--- src/rtl/sprite_renderer.sv ---
// Sprite pixel engine: box test, texel addressing into an external sync ROM and a
// three-edge pipeline delivering palette index plus hit flag to the compositor.
module sprite_renderer #(
    parameter int  SPR_W      = 14,
    parameter int  SPR_H      = 14,
    parameter int  FRAMES     = 1,
    parameter int  IDX_W      = 2,
    parameter int  SCALE_LOG2 = 0,
    parameter int  ANIM_DIV   = 8,
    parameter int  TRANSP_IDX = 0,
    parameter int  ADDR_W     = $clog2(SPR_W * SPR_H * FRAMES),
    localparam int FRAME_W    = (FRAMES > 1) ? $clog2(FRAMES) : 1
) (
    input  logic               vga_clk,
    input  logic               Reset,
    input  logic [9:0]         DrawX,
    input  logic [9:0]         DrawY,
    input  logic               blank,
    input  logic [9:0]         pos_x,
    input  logic [9:0]         pos_y,
    input  logic               flip_x,
    input  logic               flip_y,
    input  logic               enable,
    input  logic               anim_en,
    output logic [ADDR_W-1:0]  rom_addr,
    input  logic [IDX_W-1:0]   rom_q,
    output logic [IDX_W-1:0]   pix_idx,
    output logic               pix_hit,
    output logic [FRAME_W-1:0] frame_idx
);

    localparam int BOX_W = SPR_W << SCALE_LOG2;
    localparam int BOX_H = SPR_H << SCALE_LOG2;
    localparam int DIV_W = (ANIM_DIV > 1) ? $clog2(ANIM_DIV) : 1;

    logic               r_prev_origin;
    logic [9:0]         r_ax, r_ay;
    logic               r_fx, r_fy, r_en;
    logic [DIV_W-1:0]   r_div;
    logic [FRAME_W-1:0] r_frame;
    logic [ADDR_W-1:0]  r_rom_addr;
    logic               r_hit1, r_hit2;
    logic [IDX_W-1:0]   r_pix_idx;
    logic               r_pix_hit;

    logic               w_origin, w_tick;
    logic [9:0]         w_ax, w_ay;
    logic               w_fx, w_fy, w_en;
    logic [DIV_W-1:0]   w_div_nxt;
    logic [FRAME_W-1:0] w_frame_nxt;
    logic [10:0]        w_x_end, w_y_end;
    logic               w_in_x, w_in_y, w_hit0;
    logic [9:0]         w_tx, w_ty, w_sx, w_sy;
    logic [ADDR_W-1:0]  w_addr;
    logic               w_opaque;

    assign w_origin = (DrawX == 10'd0) && (DrawY == 10'd0);
    assign w_tick   = w_origin && !r_prev_origin;

    // The tick coordinate already renders with the freshly latched shadow values.
    assign w_ax = w_tick ? pos_x  : r_ax;
    assign w_ay = w_tick ? pos_y  : r_ay;
    assign w_fx = w_tick ? flip_x : r_fx;
    assign w_fy = w_tick ? flip_y : r_fy;
    assign w_en = w_tick ? enable : r_en;

    always_comb begin
        w_div_nxt   = r_div;
        w_frame_nxt = r_frame;
        if (w_tick && anim_en) begin
            if (r_div == DIV_W'(ANIM_DIV - 1)) begin
                w_div_nxt   = '0;
                w_frame_nxt = (r_frame == FRAME_W'(FRAMES - 1)) ? '0
                                                                : r_frame + FRAME_W'(1);
            end else begin
                w_div_nxt = r_div + DIV_W'(1);
            end
        end
    end

    // 11-bit bounds so sprites near the right/bottom edge clip instead of wrapping.
    assign w_x_end = {1'b0, w_ax} + 11'(BOX_W);
    assign w_y_end = {1'b0, w_ay} + 11'(BOX_H);
    assign w_in_x  = (DrawX >= w_ax) && ({1'b0, DrawX} < w_x_end);
    assign w_in_y  = (DrawY >= w_ay) && ({1'b0, DrawY} < w_y_end);
    assign w_hit0  = w_in_x && w_in_y && blank && w_en;

    assign w_tx = (DrawX - w_ax) >> SCALE_LOG2;
    assign w_ty = (DrawY - w_ay) >> SCALE_LOG2;
    assign w_sx = w_fx ? 10'(SPR_W - 1) - w_tx : w_tx;
    assign w_sy = w_fy ? 10'(SPR_H - 1) - w_ty : w_ty;

    // Modular arithmetic at ADDR_W gives the same result as truncating the full address.
    assign w_addr = ADDR_W'(w_frame_nxt) * ADDR_W'(SPR_W * SPR_H)
                  + ADDR_W'(w_sy) * ADDR_W'(SPR_W)
                  + ADDR_W'(w_sx);

    assign w_opaque = r_hit2 && (rom_q != IDX_W'(TRANSP_IDX));

    always_ff @(posedge vga_clk) begin
        if (Reset) begin
            r_prev_origin <= 1'b0;
            r_ax          <= '0;
            r_ay          <= '0;
            r_fx          <= 1'b0;
            r_fy          <= 1'b0;
            r_en          <= 1'b0;
            r_div         <= '0;
            r_frame       <= '0;
            r_rom_addr    <= '0;
            r_hit1        <= 1'b0;
            r_hit2        <= 1'b0;
            r_pix_idx     <= '0;
            r_pix_hit     <= 1'b0;
        end else begin
            r_prev_origin <= w_origin;
            if (w_tick) begin
                r_ax <= pos_x;
                r_ay <= pos_y;
                r_fx <= flip_x;
                r_fy <= flip_y;
                r_en <= enable;
            end
            r_div      <= w_div_nxt;
            r_frame    <= w_frame_nxt;
            r_rom_addr <= w_hit0 ? w_addr : '0;
            r_hit1     <= w_hit0;
            r_hit2     <= r_hit1;
            r_pix_hit  <= w_opaque;
            r_pix_idx  <= w_opaque ? rom_q : '0;
        end
    end

    assign rom_addr  = r_rom_addr;
    assign pix_idx   = r_pix_idx;
    assign pix_hit   = r_pix_hit;
    assign frame_idx = r_frame;

endmodule

--- config.mk ---
export PLATFORM = sky130hd
export DESIGN_NAME = sprite_renderer
export DESIGN_NICKNAME = d
export VERILOG_FILES = /design/src/rtl/sprite_renderer.sv
export SDC_FILE = /design/constraint.sdc
export NUM_CORES = 1
export LEC_CHECK = 0
export BUFFER_PORTS_ARGS = -buffer_cell sky130_fd_sc_hd__buf_2
export CAP_MARGIN = 20
export CORE_MARGIN = 5
export CORE_UTILIZATION = 35
export DETAILED_ROUTE_END_ITERATION = 8
export PLACE_DENSITY = 0.64
export SLEW_MARGIN = 20
export SYNTH_ARGS = -nofsm -noshare
export SYNTH_HDL_FRONTEND = slang
export SYNTH_SLANG_ARGS = --single-unit
--- constraint.sdc ---
create_clock -name vga_clk -period 10.2 [get_ports vga_clk]
set_clock_uncertainty 0.15 [all_clocks]
set_input_delay 0.51 -clock vga_clk [delete_from_list [all_inputs] [get_ports vga_clk]]
set_output_delay 0.51 -clock vga_clk [all_outputs]
set_load 0.02 [all_outputs]
### Word-level counts from Yosys, hierarchy flattened

Cells that the tools add are included.

| word-level totals | value |
|---|---|
| flip-flop bits (word level) | 41 |
| input bits | 49 |
| output and inout port bits | 12 |
| logic and storage cells | 58 |

| operators by class | value |
|---|---|
| add/subtract/negate cells | 10 |
| multiply operators | 2 |
| order comparisons | 4 |
| equal/unequal tests | 1 |
| multiplexer cells | 11 |
| bitwise logic cells | 2 |
| reductions and logical operators | 15 |

Operators by type and width:

| operator | count |
|---|---|
| 10-bit by 4-bit adder with 11-bit output (second input constant) | 2 |
| 10-bit by 11-bit less-than comparator with 1-bit output | 2 |
| 10-bit greater-or-equal comparator | 2 |
| 10-bit logical NOT | 2 |
| 10-bit 2-to-1 mux | 2 |
| 8-bit adder | 2 |
| 8-bit 2-to-1 mux | 2 |
| 4-bit by 8-bit subtractor with 8-bit output (first input constant) | 2 |
| 8-bit subtractor | 2 |
| 1-bit logical AND | 9 |
| 8-bit by 3-bit multiplier with 7-bit output (second input constant) | 1 |
| 1-bit by 6-bit multiplier with 6-bit output (second input constant) | 1 |
| 1-bit 2-to-1 mux | 6 |
| 2-bit OR reduction | 2 |
| 3-bit by 1-bit adder with 3-bit output (second input constant) | 1 |
| 3-bit == test (second input constant) | 1 |
| 3-bit 2-to-1 mux | 1 |
| 1-bit inverter | 2 |
| 2-bit nonzero test | 1 |
| 1-bit adder (second input constant) | 1 |
| 1-bit logical NOT | 1 |

### Longest topological paths before layout

| depth | value |
|---|---|
| depth after elaboration | 12 |
| depth in mapped cells | 34 |

### Worst setup path after synthesis

Ideal clock, no wire load.

| path | value |
|---|---|
| path kind | input to register |
| from | input port DrawX[8] |
| to | register r_rom_addr[7] (netlist: rom_addr[7]) |
| setup time | 104 ps |
| arrival | 7556 ps |
| data required time | 9946 ps |
| setup slack | 2391 ps |
| stages on the path | 33 |
| buffers on the path | 3 |
| cell sequence | nor4_2 and4_1 buf_6 nand2_8 buf_2 buf_1 mux2i_1 inv_1 ha_1 inv_1 ha_1 nor2_1 xor3_1 inv_2 ha_1 nor2_1 xor2_1 inv_1 fa_1 inv_1 ha_1 a21o_1 a21oi_1 xnor2_1 fa_1 ha_1 a21oi_1 xnor2_1 xnor2_1 xnor2_2 xnor3_1 or3_1 a2111oi_2 |

| on the way | value |
|---|---|
| cells in the longest elaborated chain, start to end | 12 |
| elaborated cells between the ends (all ways) | 33 |

Ends and longest elaborated chain:

| element | RTL line | source |
|---|---|---|
| start: declaration | 16 | `input logic [9:0] DrawX,` |
| parallel branches: the longest is 12 deep, another holds 8-bit subtractor | n/a |  |
| end signal: assignment | 126 | `r_rom_addr <= w_hit0 ? w_addr : '0;` |
| end: declaration | 41 | `logic [ADDR_W-1:0] r_rom_addr;` |

Parallel ways; which one is timed is not known.
A chain may end at the register's enable or synchronous reset.

### Worst setup path after layout

| path | value |
|---|---|
| from | input port DrawX[6] |
| to | register r_rom_addr[7] (netlist: rom_addr[7]) |

Same word-level chain as after synthesis.

==> impl_metrics.json <==
{
  "synthFlopType": "dfxtp_1",
  "drc": 0,
  "antenna_left": 0,
  "placed_cells": 648,
  "cts_resized": 0,
  "crit_fanout": 35,
  "ioPinCount": 61,
  "avgSynthCellArea_sq_um": 8.78,
  "hold_path_class": "flip-flop to flip-flop",
  "cap_violations": 0,
  "slowest_delay_ns": 0.51,
  "rsz0062_at_grt": "false",
  "grt_use_total_pct": 14.5,
  "p_int_uw": 384,
  "synthToLayoutAreaGrowth_pct": 15.3,
  "power.total_uw": 559,
  "finalCritPeriodShare_pct": 78.6,
  "finalSetupViolations": 0,
  "grt_max_degree": 36,
  "synth_seq_area_share_pct": 20.6,
  "first_global_vias": 3369,
  "pwr-share-clk_pct": 31.4,
  "nets": 626,
  "synth_fp_nets": 567,
  "synthSimpleGateAreaFrac_pct": 19.8,
  "min_period_ns": 8.02,
  "cp.required_ns": 10.24,
  "place_congestion": 0.838,
  "clk_pin_slew_worst_paths_ns": 0.06,
  "synth-compound-area-share_pct": 16.9,
  "yosysUniqueCellTypes": 65,
  "p_leak_uw": 0.00216,
  "synth.top_cell.area_share_pct": 20.6,
  "hold_viol": 0,
  "n_antenna_cell": 0,
  "met3_usage_pct": 2.07,
  "setup_tns_ns": 0,
  "maxSlewViolCount": 0,
  "grt.met2_usage_pct": 26.2,
  "grt_busiest_layer": "met2",
  "viasPerCell": 5.31,
  "critPathArrivalTime_ns": 8.06,
  "p_seq_share_pct": 28.6,
  "drt-pass1-iter-count": 4,
  "ys_top_cells_by_area": "dfxtp_1, ha_1, xor2_1",
  "stdcell_count": 655,
  "final_layout_size_suffix_gt1_share_pct": 17.0,
  "grt_overflow": 0,
  "synth_area_leader_cell": "dfxtp_1",
  "dieWidth_um": 117,
  "synth-xor-area-share_pct": 10.8,
  "synth_top_family_by_area": "adder cells",
  "cts.sinks": 41,
  "ys.warnings.count": 0,
  "holdBufCountCts": 0,
  "tightest_slew_ns": 0.938,
  "cts-root-buf": "clkbuf_16",
  "netlist_instances": 453,
  "min-delay-start": "r_hit1$_SDFF_PP0_",
  "synthMuxAreaShare_pct": 5.88,
  "grt_util_met1_pct": 18.1,
  "ys_ff_latch": 41,
  "post-dp-hpwl_mm": 8.13,
  "cp-start-kind": "input pin",
  "p_switching_uw": 175,
  "peakVddDrop_mv": 0.0913,
  "worst-setup-path-type": "input pin to flip-flop",
  "relSlewSlack_pct": 36.6,
  "cts_tree": "built",
  "crit_path_start": "DrawX[6]",
  "dr.first_iter.drc_count": 200,
  "p_comb_share_pct": 39.9,
  "grt_pass1_wl_mm": 15.8,
  "antenna_found_initial": 0,
  "outcome": "completed",
  "start_util_pct": 35.3,
  "port_buffers": 60,
  "numCtsBuffers": 5,
  "clock_latency_ns": 0.28,
  "rows": 39,
  "rr_startpoint": "r_prev_origin$_SDFF_PP0_",
  "place_area_sq_mm": 0.00443,
  "fin_area_sq_mm": 0.00459,
  "synth_enable_flop_cells": 0,
  "cp-end-kind": "flip-flop",
  "crit_top_cell": "ha_1",
  "core_area_sq_mm": 0.0113,
  "max_freq_mhz": 125,
  "synthesis.area_sq_mm": 0.00398,
  "synthAdderAreaFrac_pct": 22.1,
  "routed_wl_mm": 9.96,
  "clock_path_buffers": 2,
  "cts_max_level": 2,
  "swShare_pct": 31.3,
  "slowest_stage": "fa_1",
  "p_per_area_mw_per_mm2": 122,
  "dieHeight_um": 117,
  "dieArea_sq_mm": 0.0136,
  "post-cts-setup-buffers": 0,
  "wl_per_cell_um": 15.2,
  "async_flop_share_pct": 0,
  "dr_total_vias": 3478
}
-- worst paths after layout --
| check | endpoint | slack (ns) | depth (start not counted) |
|---|---|---|---|
| max reg2reg | rom_addr[7]$_SDFF_PP0_ | 2.59 | 29 |
| min reg2reg | r_hit2$_SDFF_PP0_ | 0.30 | 1 |
| max | rom_addr[7]$_SDFF_PP0_ | 2.18 | 31 |
| min | r_hit2$_SDFF_PP0_ | 0.30 | 1 |
-- synthesized netlist by cell type, types with 3 or more instances --
cell	n
inv_1	28
a31oi_1	4
clkbuf_1	7
nor4_2	4
xnor2_1	19
nor3_1	8
xor2_1	23
mux2i_1	20
o21ai_0	15
nand3_1	14
nor4_1	8
dfxtp_1	41
o211ai_1	5
o21a_1	4
a211oi_1	3
o21bai_1	3
ha_1	56
fa_1	9
or3_1	5
nand4_1	7
a21o_1	14
nor2b_1	7
nand2_1	28
and3_1	3
a21oi_1	25
nor2_1	43
-- cell type report --
type,count,area (sq um)
repair buffers,62,315
multi-input cells,373,3000
inverters,29,109
clock buffers,5,125
flip-flops and latches,41,821
well taps,143,179
fillers,1096,6690
clock inverters,2,35.0
-- through the flow --
step	utilization (%)	hold WS, ns	setup slack (ns)
3_5_place_dp	39.3	0.287	1.86
6_report	40.7	0.304	2.18
2_1_floorplan	-	0.264	2.39
3_3_place_gp	39.3	0.271	2.07
5_1_grt	40.7	0.320	1.54
4_1_cts	40.7	0.305	2.15
-- power by group through the flow --
stage / Sequential, uW / Clock, uW / Combinational (uW)
after floorplan: 164 / 0 / 177
after global placement: 164 / 0 / 219
after detailed placement: 164 / 0 / 224
after CTS: 160 / 180 / 225
after global routing: 160 / 187 / 250
final: 160 / 176 / 223
-- kinds of logic after synthesis --
logic type,count (synthesis)
AND/OR/NAND/NOR,145
AO/OA/AOI/OAI,96
adder cells (fa/ha/maj),65
XOR/XNOR,45
flip-flops,41
buffers and inverters,39
multiplexers,22
-- flip-flops by register name (all words and copies together), names as in the netlist --
register / flops
r_ay: 10
r_ax: 10
r_fy: 1
pix_idx: 2
r_en: 1
r_fx: 1
frame_idx: 1
rom_addr: 8
r_prev_origin: 1
pix_hit: 1
r_hit1: 1
r_div: 3
r_hit2: 1
-- layout by cell type (no fill, tap or decap), types with 9 or more instances in the layout --
| master | instances |
|---|---|
| buf_2 | 60 |
| dfxtp_1 | 41 |
| fa_1 | 9 |
| nand3_1 | 14 |
| ha_1 | 56 |
| nand2_1 | 28 |
| mux2i_1 | 20 |
| a21oi_1 | 25 |
| xor2_1 | 23 |
| inv_1 | 28 |
| xnor2_1 | 19 |
| a21o_1 | 14 |
| nor2_1 | 43 |
| o21ai_0 | 15 |
-- routing by layer --
layer | part of all wire (%) | up-vias
met3 | 4.7 | 7
met2 | 49 | 73
li1 | - | 1771
met4 | 1.1 | 0
met5 | 0 | -
met1 | 45 | 1627
-- worst max-delay path: cells and delay by family --
kind	cells	cell delay, ns
xor gates and xnor gates	7	1.62
and+or+nand+nor	6	1.84
buffers and inverters	6	0.54
muxes	1	0.34
AOI/OAI and AO/OA	4	0.88
adders and majority gates	7	2.33
(Power assumes the default switching activity.)
